`src/rtl/fifo_pkg.sv`:
```
// Shared helpers for the synchronous FIFO family: width calculators,
// pointer wrap function and read-mode constants.
package fifo_pkg;

    // Read-side presentation modes
    localparam int unsigned FIFO_MODE_STD  = 0;  // registered read, data one cycle after r_en
    localparam int unsigned FIFO_MODE_FWFT = 1;  // head word always shown on r_data

    // Occupancy counter width: must hold 0..depth inclusive
    function automatic int unsigned fifo_cw(input int unsigned depth);
        return $clog2(depth + 1);
    endfunction

    // Pointer width: indexes 0..depth-1, never narrower than one bit
    function automatic int unsigned fifo_pw(input int unsigned depth);
        return (depth < 2) ? 1 : $clog2(depth);
    endfunction

    // Pointer increment with explicit wrap so non-power-of-two depths work
    function automatic int unsigned ptr_inc(input int unsigned ptr, input int unsigned depth);
        return (ptr >= depth - 1) ? 0 : ptr + 1;
    endfunction

endpackage

```
`src/rtl/fifo_mem_2p.sv`:
```
// Storage array for the FIFO: one synchronous write port, one asynchronous
// read port. No reset; contents are only meaningful between the pointers.
module fifo_mem_2p #(
    parameter int unsigned DATA_WIDTH = 8,
    parameter int unsigned DEPTH      = 16,
    parameter int unsigned AW         = 4
) (
    input  logic                  clk,
    input  logic                  we,
    input  logic [AW-1:0]         waddr,
    input  logic [DATA_WIDTH-1:0] wdata,
    input  logic [AW-1:0]         raddr,
    output logic [DATA_WIDTH-1:0] rdata
);

    logic [DATA_WIDTH-1:0] mem [DEPTH];

    // Write port: one word per clock when enabled
    always_ff @(posedge clk) begin
        if (we) begin
            mem[waddr] <= wdata;
        end
    end

    assign rdata = mem[raddr];

endmodule

```
`src/rtl/sync_fifo_flags.sv`:
```
// Parametrised single-clock FIFO with occupancy count, programmable
// almost-full/almost-empty flags, sticky overflow/underflow errors and an
// optional first-word-fall-through read side.
//
// Handshake: a write is taken on a clock edge when w_en is high and the FIFO
// is not full, or when it is full but a read is taken on the same edge. A
// read is taken when r_en is high and the FIFO is not empty. In standard mode
// r_valid marks the cycle after a taken read, with r_data holding that word;
// in FWFT mode r_valid/r_data present the head word and r_en acknowledges it.
module sync_fifo_flags
    import fifo_pkg::*;
#(
    parameter int unsigned DATA_WIDTH = 8,
    parameter int unsigned DEPTH      = 16,
    parameter int unsigned AF_LEVEL   = 12,
    parameter int unsigned AE_LEVEL   = 4,
    parameter int unsigned FWFT       = 0
) (
    input  logic                        clk,
    input  logic                        rst_n,
    input  logic                        w_en,
    input  logic [DATA_WIDTH-1:0]       w_data,
    input  logic                        r_en,
    output logic [DATA_WIDTH-1:0]       r_data,
    output logic                        r_valid,
    output logic                        full,
    output logic                        empty,
    output logic                        almost_full,
    output logic                        almost_empty,
    output logic [fifo_cw(DEPTH)-1:0]   count,
    output logic                        overflow,
    output logic                        underflow,
    input  logic                        clr_err
);

    localparam int unsigned CW = fifo_cw(DEPTH);
    localparam int unsigned PW = fifo_pw(DEPTH);

    localparam logic [CW-1:0] DEPTH_CNT = CW'(DEPTH);
    localparam logic [CW-1:0] AF_CNT    = CW'(AF_LEVEL);
    localparam logic [CW-1:0] AE_CNT    = CW'(AE_LEVEL);

    // Reject configurations whose flags or counters would be meaningless
    if (DEPTH < 2) begin : g_bad_depth
        $error("sync_fifo_flags: DEPTH must be >= 2");
    end
    if (AF_LEVEL < 1 || AF_LEVEL > DEPTH) begin : g_bad_af
        $error("sync_fifo_flags: AF_LEVEL must be in 1..DEPTH");
    end
    if (AE_LEVEL >= DEPTH) begin : g_bad_ae
        $error("sync_fifo_flags: AE_LEVEL must be below DEPTH");
    end

    logic [PW-1:0]         wr_ptr_q, wr_ptr_d;
    logic [PW-1:0]         rd_ptr_q, rd_ptr_d;
    logic [CW-1:0]         count_q, count_d;
    logic                  overflow_q, overflow_d;
    logic                  underflow_q, underflow_d;
    logic                  rd_acc, wr_acc;
    logic [DATA_WIDTH-1:0] mem_rdata;

    // Flags are plain decodes of the registered occupancy
    assign full         = (count_q == DEPTH_CNT);
    assign empty        = (count_q == '0);
    assign almost_full  = (count_q >= AF_CNT);
    assign almost_empty = (count_q <= AE_CNT);
    assign count        = count_q;
    assign overflow     = overflow_q;
    assign underflow    = underflow_q;

    // A write into a full FIFO only lands if the head is leaving the same edge
    assign rd_acc = r_en & ~empty;
    assign wr_acc = w_en & (~full | rd_acc);

    // Next-state for pointers, occupancy and sticky error bits
    always_comb begin
        wr_ptr_d    = wr_ptr_q;
        rd_ptr_d    = rd_ptr_q;
        count_d     = count_q;
        overflow_d  = overflow_q;
        underflow_d = underflow_q;

        if (wr_acc) begin
            wr_ptr_d = PW'(ptr_inc(32'(wr_ptr_q), DEPTH));
        end
        if (rd_acc) begin
            rd_ptr_d = PW'(ptr_inc(32'(rd_ptr_q), DEPTH));
        end

        case ({wr_acc, rd_acc})
            2'b10:   count_d = count_q + 1'b1;
            2'b01:   count_d = count_q - 1'b1;
            default: count_d = count_q;
        endcase

        // Clear first so a fresh error in the same cycle keeps the bit set
        if (clr_err) begin
            overflow_d  = 1'b0;
            underflow_d = 1'b0;
        end
        if (w_en & full & ~rd_acc) begin
            overflow_d = 1'b1;
        end
        if (r_en & empty) begin
            underflow_d = 1'b1;
        end
    end

    // Control state registers with synchronous active-low reset
    always_ff @(posedge clk) begin
        if (!rst_n) begin
            wr_ptr_q    <= '0;
            rd_ptr_q    <= '0;
            count_q     <= '0;
            overflow_q  <= 1'b0;
            underflow_q <= 1'b0;
        end else begin
            wr_ptr_q    <= wr_ptr_d;
            rd_ptr_q    <= rd_ptr_d;
            count_q     <= count_d;
            overflow_q  <= overflow_d;
            underflow_q <= underflow_d;
        end
    end

    fifo_mem_2p #(
        .DATA_WIDTH (DATA_WIDTH),
        .DEPTH      (DEPTH),
        .AW         (PW)
    ) u_mem (
        .clk   (clk),
        .we    (wr_acc & rst_n),
        .waddr (wr_ptr_q),
        .wdata (w_data),
        .raddr (rd_ptr_q),
        .rdata (mem_rdata)
    );

    if (FWFT == FIFO_MODE_FWFT) begin : g_fwft
        // Head word is shown directly from the storage array
        assign r_data  = mem_rdata;
        assign r_valid = ~empty;
    end else begin : g_std
        logic [DATA_WIDTH-1:0] r_data_q, r_data_d;
        logic                  r_valid_q, r_valid_d;

        // Capture the head word on a taken read; otherwise hold the last word
        always_comb begin
            r_data_d  = r_data_q;
            r_valid_d = rd_acc;
            if (rd_acc) begin
                r_data_d = mem_rdata;
            end
        end

        // Output register for the standard read path
        always_ff @(posedge clk) begin
            if (!rst_n) begin
                r_data_q  <= '0;
                r_valid_q <= 1'b0;
            end else begin
                r_data_q  <= r_data_d;
                r_valid_q <= r_valid_d;
            end
        end

        assign r_data  = r_data_q;
        assign r_valid = r_valid_q;
    end

endmodule
```
`config.mk`:
```
export PLATFORM = sky130hd
export DESIGN_NAME = sync_fifo_flags
export DESIGN_NICKNAME = d
export VERILOG_FILES = /design/src/rtl/fifo_pkg.sv /design/src/rtl/fifo_mem_2p.sv /design/src/rtl/sync_fifo_flags.sv
export SDC_FILE = /design/constraint.sdc
export NUM_CORES = 1
export LEC_CHECK = 0
export ABC_AREA = 1
export CAP_MARGIN = 20
export CORE_MARGIN = 10
export CORE_UTILIZATION = 39
export CTS_CLUSTER_SIZE = 14
export DETAILED_ROUTE_END_ITERATION = 8
export PLACE_DENSITY = 0.67
export SYNTH_ARGS = -nofsm -noshare
export SYNTH_HDL_FRONTEND = slang
export SYNTH_SLANG_ARGS = --single-unit
```
`constraint.sdc`:
```
create_clock -name clk -period 3.2 [get_ports clk]
set_clock_uncertainty 0.15 [all_clocks]
set_input_delay 0.64 -clock clk [delete_from_list [all_inputs] [get_ports clk]]
set_output_delay 0.64 -clock clk [all_outputs]
set_load 0.02 [all_outputs]
```
==> metrics <==
status complete, no violations; Setup TNS 0 ns; Starting Density 39.7%; via-per-instance ratio 5.28; Post-Syn Area 6280 um^2; Clock Path Buffers 2; DRC 0; Crit. End Element output port; Non-Filler Instances 812; Num CTS Buffers 17; largest area contributor in the netlist edfxtp_1; Final Power 5.58 mW; Slew HR 50.3%; top post-synthesis cells by count 128 x edfxtp_1, 87 x nor2_1, 73 x o21ai_0; Max Fanout on Critical Path 7; DP Area 6920 um^2; drt initial violations 357; width of the die 147 um; Max stage delay on crit path 0.63 ns; die span in y 147 um; layout cells sized above 1 12.6%; Yosys top cell area share 61.2%; Resized cells post-CTS 0; CTS tree yes; setup slack at placement 0.391 ns; Final Max Slew Viols 0; clock latency on the worst-skew pair 0.43 ns; Fin. Hold Viols 0; Clk pin slew, worst setup/hold paths 0.06 ns; fmax 0.374 GHz; H-tree Lvls 4; Most used DFF post-synth edfxtp_1; routed wl met2 6820 um; startpoint types register; first-pass GRT wire length 23100 um; synthesized flop and latch total 152; Cell Rows 46; max-cap violation count 0; buffers and inverters on the worst path 2; Root Driver clkbuf_16; minimum clock period 2.67 ns; largest net degree at the start of global routing 66; DP Wirelength 9440 um; I/O Buffers 32; final WL 14700 um; met3 routed WL 926 um; HP Class reg -> reg; # diodes 0; fin crit share 83.6%; Crit Path Class reg -> out; Area Overhead vs Synth 19.2%; tightest hold margin 0.321 ns; Ys Warns 0; setup bufs post-CTS 0; Cell Pwr Density 745 nW/um^2; Final WS setup 0.526 ns; hold wc startpoint overflow; top cells by area, synth edfxtp_1 61%, dfxtp_1 7.7%, o21ai_0 5.8%; Inst Count DP 780; VDD IR max 0.000378 V; Post-Synthesis Net Count 554; All-Layer GR Usage 13.7%; WP data required 2.41 ns; worst r2r src rd_ptr_q[0]; total core area 15800 um^2; initial antenna violation count 0; gpl congestion 0.884; # IOs 33; EDFF count, synth 128; cell family with most CP delay buffers and inverters; Sink Count 152; post-synthesis sequential area ratio 68.9%; Worst Tran Pin Value 0.744 ns; final setup vio count 0; CTS Hold Bufs 0; Via Count 4287; DR WL/cell 18.1 um; library cells used by synthesis 32; Crit-path slowest cell clkdlybuf4s50_1; DRT Pass-1 Iters 5; met1 wire length 6510 um; synthesized area per cell 11.7 um^2; total global routing overflow 0; Async SR Flop Fraction 0%; CP cell instances inv_1 -> o21ai_0 -> clkdlybuf4s50_1; RSZ-0062 raised after global routing no; most frequent cell after synthesis edfxtp_1; final net count 602; full die area 21600 um^2; Routed Antenna Nets 0; CP startpoint count[2]; Cells after Synth 535; leakage 2.57 nW; uppermost layer routed met4; vias in the first global route 4150; crit path DAT 1.88 ns; post-layout util 47.3%; finished layout cell area 7490 um^2
==> worst paths after layout <==
| path | to | cells after the start | slack [ns] |
|---|---|---|---|
| setup / recovery | almost_full | 3 | 0.53 |
| hold / removal | overflow | 2 | 0.32 |
| setup reg to reg | r_data[4] | 8 | 0.98 |
| hold reg to reg | overflow | 2 | 0.32 |
==> layout make-up <==
class | count | area, um^2
Fill cell | 1403 | 8340
Sequential cell | 152 | 4330
Multi-Input combinational cell | 328 | 1710
Timing Repair Buffer | 55 | 493
Clock buffer | 20 | 437
Tap cell | 216 | 270
Clock inverter | 12 | 129
Inverter | 29 | 119
==> metal layers <==
layer	vias up	global-route usage, %
li1	2022	-
met1	2096	17.6
met2	144	21.1
met3	25	3.96
met4	0	6.10
met5	-	0
==> placed cells by master, fill, tap and decap left out, drive strengths merged <==
cell type      count
a211oi             1
a21oi             27
buf               23
bufinv             2
clkbuf            20
clkdlybuf4s50     32
clkinv             7
clkinvlp           5
dfxtp             24
edfxtp           128
ha                 6
inv               27
nand2             58
nand3             16
nand4              6
nor2              92
nor3               1
o211ai             4
o21ai             82
o221ai            12
o22ai             19
xnor2              1
xor2               3
==> sequential cells by signal, indices dropped and copies added, names as in the netlist <==
signal and count:
underflow 1, count 5, overflow 1, r_valid 1
wr_ptr_q 4, rd_ptr_q 4, r_data 8, u_mem.mem 128
==> where the power goes <==
group / internal [mW] / leakage [nW] / total, mW / switching [mW]
combinational: 0.470 / 0.960 / 1.35 / 0.885
clock: 1.14 / 0.260 / 1.90 / 0.758
sequential: 2.23 / 1.35 / 2.33 / 0.0932
total: 3.84 / 2.57 / 5.58 / 1.74
==> tightest hold or removal path, stage by stage (launching register included) <==
cell	delay (ns)
dfxtp_1	0.31
nand2_1	0.06
a21oi_1	0.05
==> logic make-up (layout without fill, tap and decap cells) <==
family / count (synthesis) / after routing / synth area share [%]
simple gates: 173 / 173 / 12.6
fa+ha+maj: 6 / 6 / 1.20
flops: 152 / 152 / 68.9
buf+inv: 55 / 116 / 3.87
compound gates: 145 / 145 / 12.9
xor+xnor: 4 / 4 / 0.558
Note: power is estimated with default switching activity, not from simulation.
